File: config.mk
export PLATFORM = sky130hd
export DESIGN_NAME = fpu_exc_ctrl
export DESIGN_NICKNAME = d
export VERILOG_FILES = /design/src/rtl/fpu_exc_pkg.sv /design/src/rtl/fpu_exc_lane.sv /design/src/rtl/fpu_exc_ctrl.sv
export SDC_FILE = /design/constraint.sdc
export NUM_CORES = 1
export LEC_CHECK = 0
export BUFFER_PORTS_ARGS = -buffer_cell sky130_fd_sc_hd__buf_2
export CORE_MARGIN = 8
export CORE_UTILIZATION = 53
export DETAILED_ROUTE_END_ITERATION = 6
export GPL_ROUTABILITY_DRIVEN = 0
export PLACE_DENSITY_LB_ADDON = 0.08
export REMOVE_ABC_BUFFERS = 1
export SLEW_MARGIN = 10
export SYNTH_ARGS = -nofsm -noshare
export SYNTH_HDL_FRONTEND = slang
export SYNTH_HIERARCHICAL = 1
export SYNTH_SLANG_ARGS = --single-unit
File: constraint.sdc
create_clock -name clk -period 3.3 [get_ports clk]
set_input_delay 0.165 -clock clk [delete_from_list [all_inputs] [get_ports clk]]
set_output_delay 0.165 -clock clk [all_outputs]
set_load 0.01 [all_outputs]
File: src/rtl/fpu_exc_pkg.sv
// Shared types for the FPU exception controller: IEEE flag vector, flag bit
// positions and the trap FSM state encoding.
package fpu_exc_pkg;

    localparam int unsigned FLAG_W   = 5;
    localparam int unsigned FLAG_INV = 4;
    localparam int unsigned FLAG_DBZ = 3;
    localparam int unsigned FLAG_OVF = 2;
    localparam int unsigned FLAG_UNF = 1;
    localparam int unsigned FLAG_INX = 0;

    localparam int unsigned TRAP_CNT_W = 16;

    typedef logic [FLAG_W-1:0] ieee_flags_t;

    typedef enum logic {
        IDLE = 1'b0,
        PEND = 1'b1
    } exc_state_t;

    // Flags of one lane that are enabled to trap.
    function automatic ieee_flags_t trap_mask(input ieee_flags_t flags, input ieee_flags_t en);
        return flags & en;
    endfunction

endpackage

File: src/rtl/fpu_exc_lane.sv
// Per-lane IEEE flag derivation from rounder status (purely combinational).
module fpu_exc_lane
    import fpu_exc_pkg::*;
(
    input  logic        lane_en,
    input  logic        nan,
    input  logic        inf,
    input  logic        zero,
    input  logic        ovf,
    input  logic        tiny,
    input  logic        inv,
    input  logic        dbz,
    input  logic        siginx,
    input  logic        ovf_en,
    input  logic        unf_en,
    output ieee_flags_t flags_c
);

    logic spec_c;
    logic inx_c;

    // Special results suppress ovf/unf/inx; masked overflow forces inexact.
    always_comb begin
        flags_c = '0;
        spec_c  = nan | inf | zero;
        inx_c   = siginx | (ovf & ~ovf_en);
        if (lane_en) begin
            flags_c[FLAG_INV] = inv;
            flags_c[FLAG_DBZ] = dbz;
            flags_c[FLAG_OVF] = ~spec_c & ovf;
            flags_c[FLAG_UNF] = ~spec_c & tiny & (unf_en | inx_c);
            flags_c[FLAG_INX] = ~spec_c & inx_c;
        end
    end

endmodule

File: src/rtl/fpu_exc_ctrl.sv
// Multi-lane IEEE exception controller: flag pipeline stage, sticky register
// and handshaked trap request. Define FPU_EXC_TRAP_COUNT_EN to add trap_cnt.
module fpu_exc_ctrl
    import fpu_exc_pkg::*;
#(
    parameter int unsigned LANES  = 2,
    parameter int unsigned LANE_W = (LANES > 1) ? $clog2(LANES) : 1
) (
    input  logic                  clk,
    input  logic                  rst_n,
    input  logic                  in_valid,
    output logic                  in_ready,
    input  logic [LANES-1:0]      lane_en,
    input  logic [LANES-1:0]      nan,
    input  logic [LANES-1:0]      inf,
    input  logic [LANES-1:0]      zero,
    input  logic [LANES-1:0]      ovf,
    input  logic [LANES-1:0]      tiny,
    input  logic [LANES-1:0]      inv,
    input  logic [LANES-1:0]      dbz,
    input  logic [LANES-1:0]      siginx,
    input  logic                  ovf_en,
    input  logic                  unf_en,
    input  logic [FLAG_W-1:0]     trap_en,
    input  logic                  clr_sticky,
    output logic                  out_valid,
    output logic [5*LANES-1:0]    ieee_p,
    output logic [FLAG_W-1:0]     sticky,
    output logic                  trap_req,
    output logic [FLAG_W-1:0]     trap_cause,
    output logic [LANE_W-1:0]     trap_lane,
`ifdef FPU_EXC_TRAP_COUNT_EN
    output logic [TRAP_CNT_W-1:0] trap_cnt,
`endif
    input  logic                  trap_ack
);

    ieee_flags_t [LANES-1:0] lane_flags_c;

    exc_state_t              state_q, state_d;
    logic                    out_valid_q, out_valid_d;
    ieee_flags_t [LANES-1:0] ieee_p_q, ieee_p_d;
    ieee_flags_t             sticky_q, sticky_d;
    ieee_flags_t             trap_cause_q, trap_cause_d;
    logic [LANE_W-1:0]       trap_lane_q, trap_lane_d;
    logic                    pend_again_q, pend_again_d;
    ieee_flags_t             pa_cause_q, pa_cause_d;
    logic [LANE_W-1:0]       pa_lane_q, pa_lane_d;

    logic                    accept_c;
    logic                    enter_pend_c;
    logic                    hit_any_c;
    logic                    hit_vld_c;
    logic [LANE_W-1:0]       hit_lane_c;
    ieee_flags_t             hit_cause_c;
    ieee_flags_t             lanes_or_c;

    for (genvar i = 0; i < LANES; i++) begin : g_lane
        fpu_exc_lane u_lane (
            .lane_en (lane_en[i]),
            .nan     (nan[i]),
            .inf     (inf[i]),
            .zero    (zero[i]),
            .ovf     (ovf[i]),
            .tiny    (tiny[i]),
            .inv     (inv[i]),
            .dbz     (dbz[i]),
            .siginx  (siginx[i]),
            .ovf_en  (ovf_en),
            .unf_en  (unf_en),
            .flags_c (lane_flags_c[i])
        );
    end

    assign in_ready = (state_q == IDLE);
    assign trap_req = (state_q == PEND);
    assign accept_c = in_valid & in_ready;

    // OR of registered lane flags and lowest-indexed trapping lane.
    always_comb begin
        lanes_or_c  = '0;
        hit_any_c   = 1'b0;
        hit_lane_c  = '0;
        hit_cause_c = '0;
        for (int i = LANES - 1; i >= 0; i--) begin
            lanes_or_c = lanes_or_c | ieee_p_q[i];
            if (trap_mask(ieee_p_q[i], trap_en) != '0) begin
                hit_any_c   = 1'b1;
                hit_lane_c  = LANE_W'(i);
                hit_cause_c = trap_mask(ieee_p_q[i], trap_en);
            end
        end
        hit_vld_c = out_valid_q & hit_any_c;
    end

    // Next-state, pipeline and sticky logic.
    always_comb begin
        state_d      = state_q;
        out_valid_d  = accept_c;
        ieee_p_d     = accept_c ? lane_flags_c : ieee_p_q;
        trap_cause_d = trap_cause_q;
        trap_lane_d  = trap_lane_q;
        pend_again_d = pend_again_q;
        pa_cause_d   = pa_cause_q;
        pa_lane_d    = pa_lane_q;
        enter_pend_c = 1'b0;

        if (clr_sticky) begin
            sticky_d = out_valid_q ? lanes_or_c : '0;
        end else if (out_valid_q) begin
            sticky_d = sticky_q | lanes_or_c;
        end else begin
            sticky_d = sticky_q;
        end

        case (state_q)
            IDLE: begin
                if (pend_again_q) begin
                    // Trap deferred while the previous one was pending.
                    state_d      = PEND;
                    enter_pend_c = 1'b1;
                    trap_cause_d = pa_cause_q;
                    trap_lane_d  = pa_lane_q;
                    pend_again_d = hit_vld_c;
                    if (hit_vld_c) begin
                        pa_cause_d = hit_cause_c;
                        pa_lane_d  = hit_lane_c;
                    end
                end else if (hit_vld_c) begin
                    state_d      = PEND;
                    enter_pend_c = 1'b1;
                    trap_cause_d = hit_cause_c;
                    trap_lane_d  = hit_lane_c;
                end
            end
            PEND: begin
                if (hit_vld_c && !pend_again_q) begin
                    pend_again_d = 1'b1;
                    pa_cause_d   = hit_cause_c;
                    pa_lane_d    = hit_lane_c;
                end
                if (trap_ack) begin
                    state_d      = IDLE;
                    trap_cause_d = '0;
                    trap_lane_d  = '0;
                end
            end
            default: state_d = IDLE;
        endcase
    end

    always_ff @(posedge clk or negedge rst_n) begin
        if (!rst_n) begin
            state_q      <= IDLE;
            out_valid_q  <= 1'b0;
            ieee_p_q     <= '0;
            sticky_q     <= '0;
            trap_cause_q <= '0;
            trap_lane_q  <= '0;
            pend_again_q <= 1'b0;
            pa_cause_q   <= '0;
            pa_lane_q    <= '0;
        end else begin
            state_q      <= state_d;
            out_valid_q  <= out_valid_d;
            ieee_p_q     <= ieee_p_d;
            sticky_q     <= sticky_d;
            trap_cause_q <= trap_cause_d;
            trap_lane_q  <= trap_lane_d;
            pend_again_q <= pend_again_d;
            pa_cause_q   <= pa_cause_d;
            pa_lane_q    <= pa_lane_d;
        end
    end

    assign out_valid  = out_valid_q;
    assign ieee_p     = ieee_p_q;
    assign sticky     = sticky_q;
    assign trap_cause = trap_cause_q;
    assign trap_lane  = trap_lane_q;

`ifdef FPU_EXC_TRAP_COUNT_EN
    logic [TRAP_CNT_W-1:0] trap_cnt_q, trap_cnt_d;

    // Saturating count of trap entries; clear wins except over a same-cycle entry.
    always_comb begin
        trap_cnt_d = trap_cnt_q;
        if (clr_sticky) begin
            trap_cnt_d = enter_pend_c ? TRAP_CNT_W'(1) : '0;
        end else if (enter_pend_c && (trap_cnt_q != '1)) begin
            trap_cnt_d = trap_cnt_q + TRAP_CNT_W'(1);
        end
    end

    always_ff @(posedge clk or negedge rst_n) begin
        if (!rst_n) begin
            trap_cnt_q <= '0;
        end else begin
            trap_cnt_q <= trap_cnt_d;
        end
    end

    assign trap_cnt = trap_cnt_q;
`endif

endmodule

==> impl_summary.md, run 1 <==
GRT
The number of antenna violations at the first check in global routing is 0. The total overflow left after global routing is 0. Across every metal layer, demand over resource in global routing totals 17.37%.

Entering global routing, the biggest net connects 31 pins. The first global-routing pass estimated 6.913 mm of wire. The via count of the first global-routing pass is 1424.

Floorplan
The die height is 70.78 um. The placeable core area is 2953 sq um. After floorplanning, the core was divided into 20 placement rows. The width of the chip is 70.78 um.

For this design the top-level I/O count stands at 54. The floorplan die area is 5009 sq um. The starting density of the core is 53.86%.

Logic synthesis
The post-synthesis cell type with the largest combined area is dfrtp_1. The count of yosys warnings during synthesis is 6. After synthesis, flip-flops and latches occupy 47.21% of the total area. Each instance of the synthesized netlist takes up on average 10.75 sq um.

The number of distinct library cells after synthesis is 35. The gate count after technology mapping is 148. The top cell type's share of synthesized area is 47.21%.

The cell area after technology mapping is 1590 sq um. By area the synthesized netlist is led by dfrtp_1 47%, mux2_2 11%, nand2_1 4.2%. The number of synthesized register bits is 30.

CTS
The maximum buffer depth of the clock tree is 2. The clock latency on the worst-skew pair is 330 ps. The number of buffers added by the clock tree synthesis step is 5. The clock slew at the register clock pins of the worst setup and hold paths is 100 ps. The number of resized instances in the post-cts repair step is 0.

The number of setup buffers added after CTS is 0. TritonCTS built the clock tree. In this run the clock root is driven by a clkbuf_4. The maximum level of the CTS H-tree is 2.

The number of hold buffers added after CTS was 1. CTS saw 30 sinks.

Worst hold path
The hold path startpoint is clr_sticky. For hold timing, the worst endpoint is sticky[3]$_DFFE_PN0P_. In this run the worst hold path is classified as input pin to register. Counting instances, the worst hold path has a depth of 2.

Drt
For this run, design rule violations remaining after detail routing come to 0. The routed via count divided by cell count is 5.908. For this run, the detailed router's first-pass iteration total came to 4.

Dividing the detail-routed wire length by the instance count gives 17.06 um. For this block, the initial DRC count from the detailed router was 95. The count of nets left with antenna violations once routing finished came out at 0. The count of vias placed by the detailed router is 1406.

The detailed-route wire length is 4.061 mm.

STA
The total of endpoints with negative setup slack in the final report is 0. The number of hold-slack violations in the final timing report is 0. The worst hold slack after final layout is 61.32 ps. The clock arrives with 7.124 ps of skew. The final critical path takes up 57.61% of the cycle. The final sum of negative setup slack is 0 ps. The achievable clock frequency is 526.0 MHz. Setup repair after global routing left no endpoint under its margin.

For the pin with the worst max-slew slack, the measured transition is 858.6 ps. The relative slew slack is 42.64%. The number of pins with negative max-slew slack in the final report is 0. The clock period could shrink to 1901 ps. The post-layout worst setup margin is 1399 ps.

Final layout
The area overhead of the layout relative to synthesis is 23.45%. The most frequent standard cell in the layout excluding fill and tap cells is buf_2. The post-layout instance area is 1963 sq um. The net count of the finished layout is 234.

The share of cells above drive strength 1 is 40.49%. The library cells used most frequently in the layout, excluding fill and tap cells, are 53 x buf_2, 30 x dfrtp_1, 18 x nand2_1. The final core utilization is 66.48%. The repair_antennas step left the layout with diodes totalling 0.

Status
The flow ran to the end, and the final reports show no timing, DRC or antenna violations.

Critical path
The library cell contributing the largest single delay on the critical path is a222oi_1. The start-to-end type of the worst setup path is register to register. Counting cells, the worst reg-to-reg path comes to 4.

The critical path goes through a222oi_1 > nand3_1 > o22ai_1 > a22o_1. The endpoint identified for the worst register-to-register timing path is trap_cause[0]$_DFFE_PN0P_. The worst stage delay on the critical path is 480 ps. The internal reg-to-reg setup slack is 1400 ps. The kind of end point of the critical path is a register. The kind of start point of the critical path is a register. At the worst endpoint, the arrival time is 2170 ps.

The worst reg2reg path startpoint is ieee_p[6]$_DFFE_PN0P_. Of all nets on the critical path, the largest fanout is 6. At the worst endpoint, the required time is 3570 ps. Tracing the worst setup path back leads to its startpoint at ieee_p[6]$_DFFE_PN0P_.

Pwr
For this design the static power due to leakage is 0.9657 nW. The power density relative to cell area is 704.1 nW/um^2. Across the VDD grid, the largest voltage drop is 0.2850 mV.

Place
The sum of net half-perimeters after detailed placement is 3.109 mm. At the placement stage, the worst setup path has a slack of 1495 ps. In this run the cell area measured after placement is 1874 sq um. Port buffering added 53 buffers.

Job
The count of maximum capacitance violations is 0.
registers in the layout (all words and copies together) (netlist names):
name	cells
pa_lane_q	1
pend_again_q	1
ieee_p	10
trap_req	1
trap_lane	1
sticky	5
trap_cause	5
out_valid	1
pa_cause_q	5
through the flow:
stage | total power, mW | instances
6_report | 1.382 | 238
5_1_grt | 1.478 | 238
4_1_cts | 1.388 | 238
3_5_place_dp | 1.097 | 229
3_3_place_gp | 1.085 | 229
2_1_floorplan | 0.8982 | 143
how the worst max path moves through the flow:
stage	endpoint	slack [ps]	cells past startpoint
finish	trap_cause[0]$_DFFE_PN0P_	1400	4
floorplan	trap_cause[3]$_DFFE_PN0P_	1690	4
CTS	trap_cause[2]$_DFFE_PN0P_	1460	4
detailed placement	trap_cause[2]$_DFFE_PN0P_	1500	4
global route	trap_cause[1]$_DFFE_PN0P_	1200	4
global placement	trap_cause[2]$_DFFE_PN0P_	1520	4
synthesized netlist by cell type:
library cell	instances
nand3b_1	1
a21boi_0	1
xor2_1	1
o211ai_1	1
clkbuf_1	2
a22oi_2	2
a31oi_1	1
dfrtp_1	30
and3_1	1
o21a_1	2
o21ai_0	11
nand3_1	2
o31a_1	1
nor2b_1	8
a21oi_4	1
nand4_1	1
mux2_2	15
inv_1	7
buf_2	3
and2_1	5
nor2_1	4
a222oi_1	1
a21o_1	1
mux2i_1	1
a22oi_1	1
o221ai_1	5
a22o_1	5
a41oi_1	4
and2_2	3
o22ai_1	1
nor4b_4	2
o22a_1	1
a21oi_1	3
o311a_1	2
nand2_1	18
worst max-delay path, delay by kind of cell, from the launching register on:
family | cells | cell delay [ps]
AO/OA/AOI/OAI | 3 | 1150
flip-flops | 1 | 470
AND/OR/NAND/NOR | 1 | 210
layout make-up:
type / count / area (sq um)
Clock inverter: 2 / 37.54
Sequential cell: 30 / 750.7
Multi-Input combinational cell: 106 / 790.8
Clock buffer: 6 / 41.29
Inverter: 7 / 26.28
Fill cell: 260 / 989.7
Tap cell: 33 / 41.29
Timing Repair Buffer: 54 / 275.3
report_power, final:
part | leakage (nW) | switching [mW] | internal, mW
Combinational | 0.524 | 0.274 | 0.227
Clock | 0.0385 | 0.132 | 0.160
Sequential | 0.403 | 0.127 | 0.463
Total | 0.966 | 0.533 | 0.849
routing by layer:
| layer | GRT usage, % | vias up | wire [um] |
|---|---|---|---|
| met5 | 0 | - | 0 |
| met2 | 28.01 | 57 | 1949 |
| met1 | 20.60 | 677 | 1713 |
| met3 | 7.203 | 8 | 342 |
| li1 | - | 664 | - |
| met4 | 5.081 | 0 | 55 |
cells by family (layout without fill, tap and decap cells):
logic type                count (synthesis)  after routing  share of synthesized area (%)
and+or+nand+nor                          45             45                          16.60
AOI/OAI and AO/OA                        44             44                          21.32
DFF                                      30             30                          47.21
muxes                                    16             16                          11.25
buffers and inverters                    12             69                          3.069
xor gates and xnor gates                  1              1                         0.5508
Power figures use the tool's default switching activity.
==> run 2: changes to the inputs <==
- ABC_AREA: not set -> 1
- CORE_UTILIZATION: 53 -> 45
- clock period: 3.3 -> 1.72 ns (I/O delays scaled with it)
==> impl_summary.md, run 2 <==
Final layout
Relative to the synthesized area, the layout overhead comes to 23.58%. The fill cell instance count of the final layout is 375. The library cells used most frequently in the layout, excluding fill and tap cells, are 96 x nand2_1, 53 x buf_2, 30 x dfrtp_1. The most frequent standard cell in the layout excluding fill and tap cells is nand2_1. The register with the most flip-flops in the layout has 10 of them.

The number of antenna diodes in the final layout is 0. The final core utilization is 56.26%. The final layout contains 313 nets. Cells with a size suffix above 1 make up 28.17% of the layout.

Drt
The detailed router's first-iteration violation count is 81. The residual DRC count is 0. After detailed routing, the average wire length per cell comes to 11.74 um. The routed via count divided by cell count is 4.539. The detailed-router iteration count before antenna repair is 4. Once detail routing completed, the nets flagged for antenna violations numbered 0. Summing over every cut layer, the via total after detailed routing is 1507. The detailed-route wire length is 3.898 mm.

CTS
Clock tree synthesis found a total of 30 sinks. The TritonCTS clock tree is built. The H-tree was split into 2 levels. After clock tree synthesis, the setup repair step added 0 buffers. At the later pin of the worst-skew pair, clock insertion delay measures 330 ps. CTS placed an instance of clkbuf_4 at the clock tree root. The maximum buffer depth of the clock tree is 2.

The clock slew at the register clock pins of the worst setup and hold paths is 100 ps. Buffers inserted during clock tree synthesis total 5.

Critical path
The number of cells on the worst reg-to-reg path is 5. The kind of start point of the critical path is a register. The worst register-to-register path ends at ieee_p[0]$_DFFE_PN0P_. The critical path goes through inv_2 > nand2_1 > inv_2 > nand2_1 > nand2_1. The library cell contributing the largest single delay on the critical path is dfrtp_1.

The worst stage delay on the critical path is 460 ps. The data required time at the worst endpoint is 1980 ps. The capturing element of the worst setup path is ieee_p[0]$_DFFE_PN0P_.

In this run the critical register-to-register path is launched from trap_req$_DFF_PN0_. The kind of end point of the critical path is a register. The start-to-end type of the worst setup path is register to register. The most common cell type on the critical path is nand2_1. In this run the worst path has a maximum fanout of 11. The source of the critical timing path is trap_req$_DFF_PN0_. The arrival time reported for the critical path endpoint is 1650 ps. In this run the register-to-register setup slack is 330 ps.

Logic synthesis
The number of distinct library cells after synthesis is 19. For this run, asynchronously set or reset flops after synthesis account for 100.0%. For this run, the leading register cell type out of synthesis is dfrtp_1. The average instance in the mapped netlist occupies 7.240 sq um.

In the post-synthesis netlist, the biggest area contributors are dfrtp_1 46%, nand2_1 22%, nand3_1 6.8%. Synthesis inferred 30 register bits. The most common cell in the synthesized netlist is nand2_1. The cell area after technology mapping is 1629 sq um. For this run, the register share of the synthesized area comes to 46.08%. The gate count after technology mapping is 225. The largest total area in the synthesized netlist belongs to dfrtp_1. The top cell type's share of synthesized area is 46.08%. The count of yosys warnings during synthesis is 6. Sorting the synthesized cells by how often they occur yields 96 x nand2_1, 30 x dfrtp_1, 28 x inv_1. Counting flops with a built-in enable in the synthesized netlist gives 0.

Job
The tool flagged a number of max-cap violations equal to 0.

Place
The total of buffers placed on input and output ports is 53. Prior to clock tree synthesis, the placed netlist has a worst setup slack of 369.4 ps. The sum of net half-perimeters after detailed placement is 3.234 mm.

Pwr
Net switching is 43.11% of the power. The final total power is 2.517 mW. The worst ir drop on vdd is 0.7371 mV. Sequential cells account for 41.9% of the total power. The net load switching power is 1.085 mW. The clock network is responsible for 17.5% of the overall power. The power density relative to cell area is 1250 nW/um^2. Summed over all cells, the static leakage comes to 1.306 nW. The internal portion of the total power is 1.432 mW. The part of the total power dissipated in combinational logic is 40.6%.

STA
Adding up every negative setup slack in the final design gives 0 ps. The minimum period implied by the final worst setup slack is 1386 ps. The number of hold-slack violations in the final timing report was 0.

Based on the critical path, the design can be clocked at up to 721.6 MHz. The final clock period utilization by the worst path is 80.57%. The relative slew slack is 56.42%. Setup violations remaining at the end of the flow were counted as 0. The number of pins with negative max-slew slack in the final report is 0. For the pin with the worst max-slew slack, the measured transition is 653.7 ps. Clock skew on the completed layout was measured at 12.26 ps. Setup repair after global routing left no endpoint under its margin.

The post-layout worst setup margin is 334.3 ps.

GRT
The first global-routing pass estimated 6.865 mm of wire. The maximum number of pins on one net before global-route repair is 31. The via count of the first global-routing pass is 1586. The total overflow left after global routing is 0. The number of antenna violations at the first check in global routing was 0.

Across every metal layer, demand over resource in global routing totals 14.49%.

Floorplan
The number of rows created at floorplan is 22. The die is 76.17 um wide. The die is 76.17 um tall. The number of ports placed on the die boundary is 54. The placeable core area is 3578 sq um.

Once the floorplan was initialized, standard cells occupied 45.52% of the core. The floorplan die area is 5801 sq um.

Worst hold path
Counting instances, the worst hold path has a depth of 5. The min-delay analysis places its worst path in the category input pin to register.

Status
The run finished with clean final reports.
run 2: cell count changes in the layout (fill, tap and decap cells not counted), sizes merged, moves of 5 or more:
cell,change
nand2,+89
inv,+24
nand3,+21
mux2,-15
nor2,+10
and2,-8
nor2b,-8
a22o,-5
o221ai,-5
run 2: worst min-delay path by stage:
stage	to	from	slack, ps
floorplan	ieee_p[0]$_DFFE_PN0P_	rst_n	-210
global placement	trap_lane$_DFFE_PN0P_	rst_n	150
detailed placement	trap_cause[3]$_DFFE_PN0P_	rst_n	150
CTS	ieee_p[4]$_DFFE_PN0P_	inv[0]	20
global route	ieee_p[9]$_DFFE_PN0P_	inv[1]	40
finish	ieee_p[9]$_DFFE_PN0P_	inv[1]	30
run 2: power groups by stage:
stage / Combinational, mW / Clock [mW] / Sequential, mW
2_1_floorplan: 0.637 / 0 / 1.10
3_3_place_gp: 1.03 / 0 / 1.06
3_5_place_dp: 1.03 / 0 / 1.07
4_1_cts: 1.04 / 0.461 / 1.06
5_1_grt: 1.16 / 0.488 / 1.08
6_report: 1.02 / 0.440 / 1.05
run 2: layout make-up:
| cell class | count | area, sq um | area share, % |
|---|---|---|---|
| clock buffers | 6 | 51.30 | 2.548 |
| clock inverters | 2 | 12.51 | 0.6215 |
| inverters | 33 | 126.4 | 6.277 |
| multi-input cells | 158 | 726.9 | 36.11 |
| flip-flops and latches | 30 | 750.7 | 37.29 |
| well taps | 48 | 60.06 | 2.983 |
| repair buffers | 55 | 285.3 | 14.17 |
run 2: timing repair:
item,CTS,global route
gates resized for setup,0,0
hold endpoints to repair,35,0
hold buffers,2,0
run 2: logic make-up after synthesis:
logic type	synth area share, %
AO/OA/AOI/OAI	3.686
buffers and inverters	9.294
AND/OR/NAND/NOR	39.94
flip-flops	46.08
XOR/XNOR	0.9987
run 2: critical path, delay by kind of cell, from the launching register on:
kind          cells  cell delay [ps]
simple gates      3              430
flops             1              460
buf+inv           2              420
run 2: through the flow:
step                      cells  instance area [sq um]  hold slack, ps
after floorplan             221                   1604          -209.6
after global placement      322                   1929           153.6
after detailed placement    322                   1929           153.9
after CTS                   332                   2013           15.23
after global routing        332                   2013           38.21
final                       332                   2013           32.96
run 2: layer usage:
metal / vias up / routed length [um] / share of wire [%] / global-route usage [%]
met5: - / 0 / 0 / 0
met1: 655 / 1629 / 42 / 14.66
met3: 10 / 266 / 6.8 / 5.542
met4: 0 / 119 / 3.1 / 8.269
met2: 49 / 1883 / 48 / 24.94
li1: 793 / - / - / -
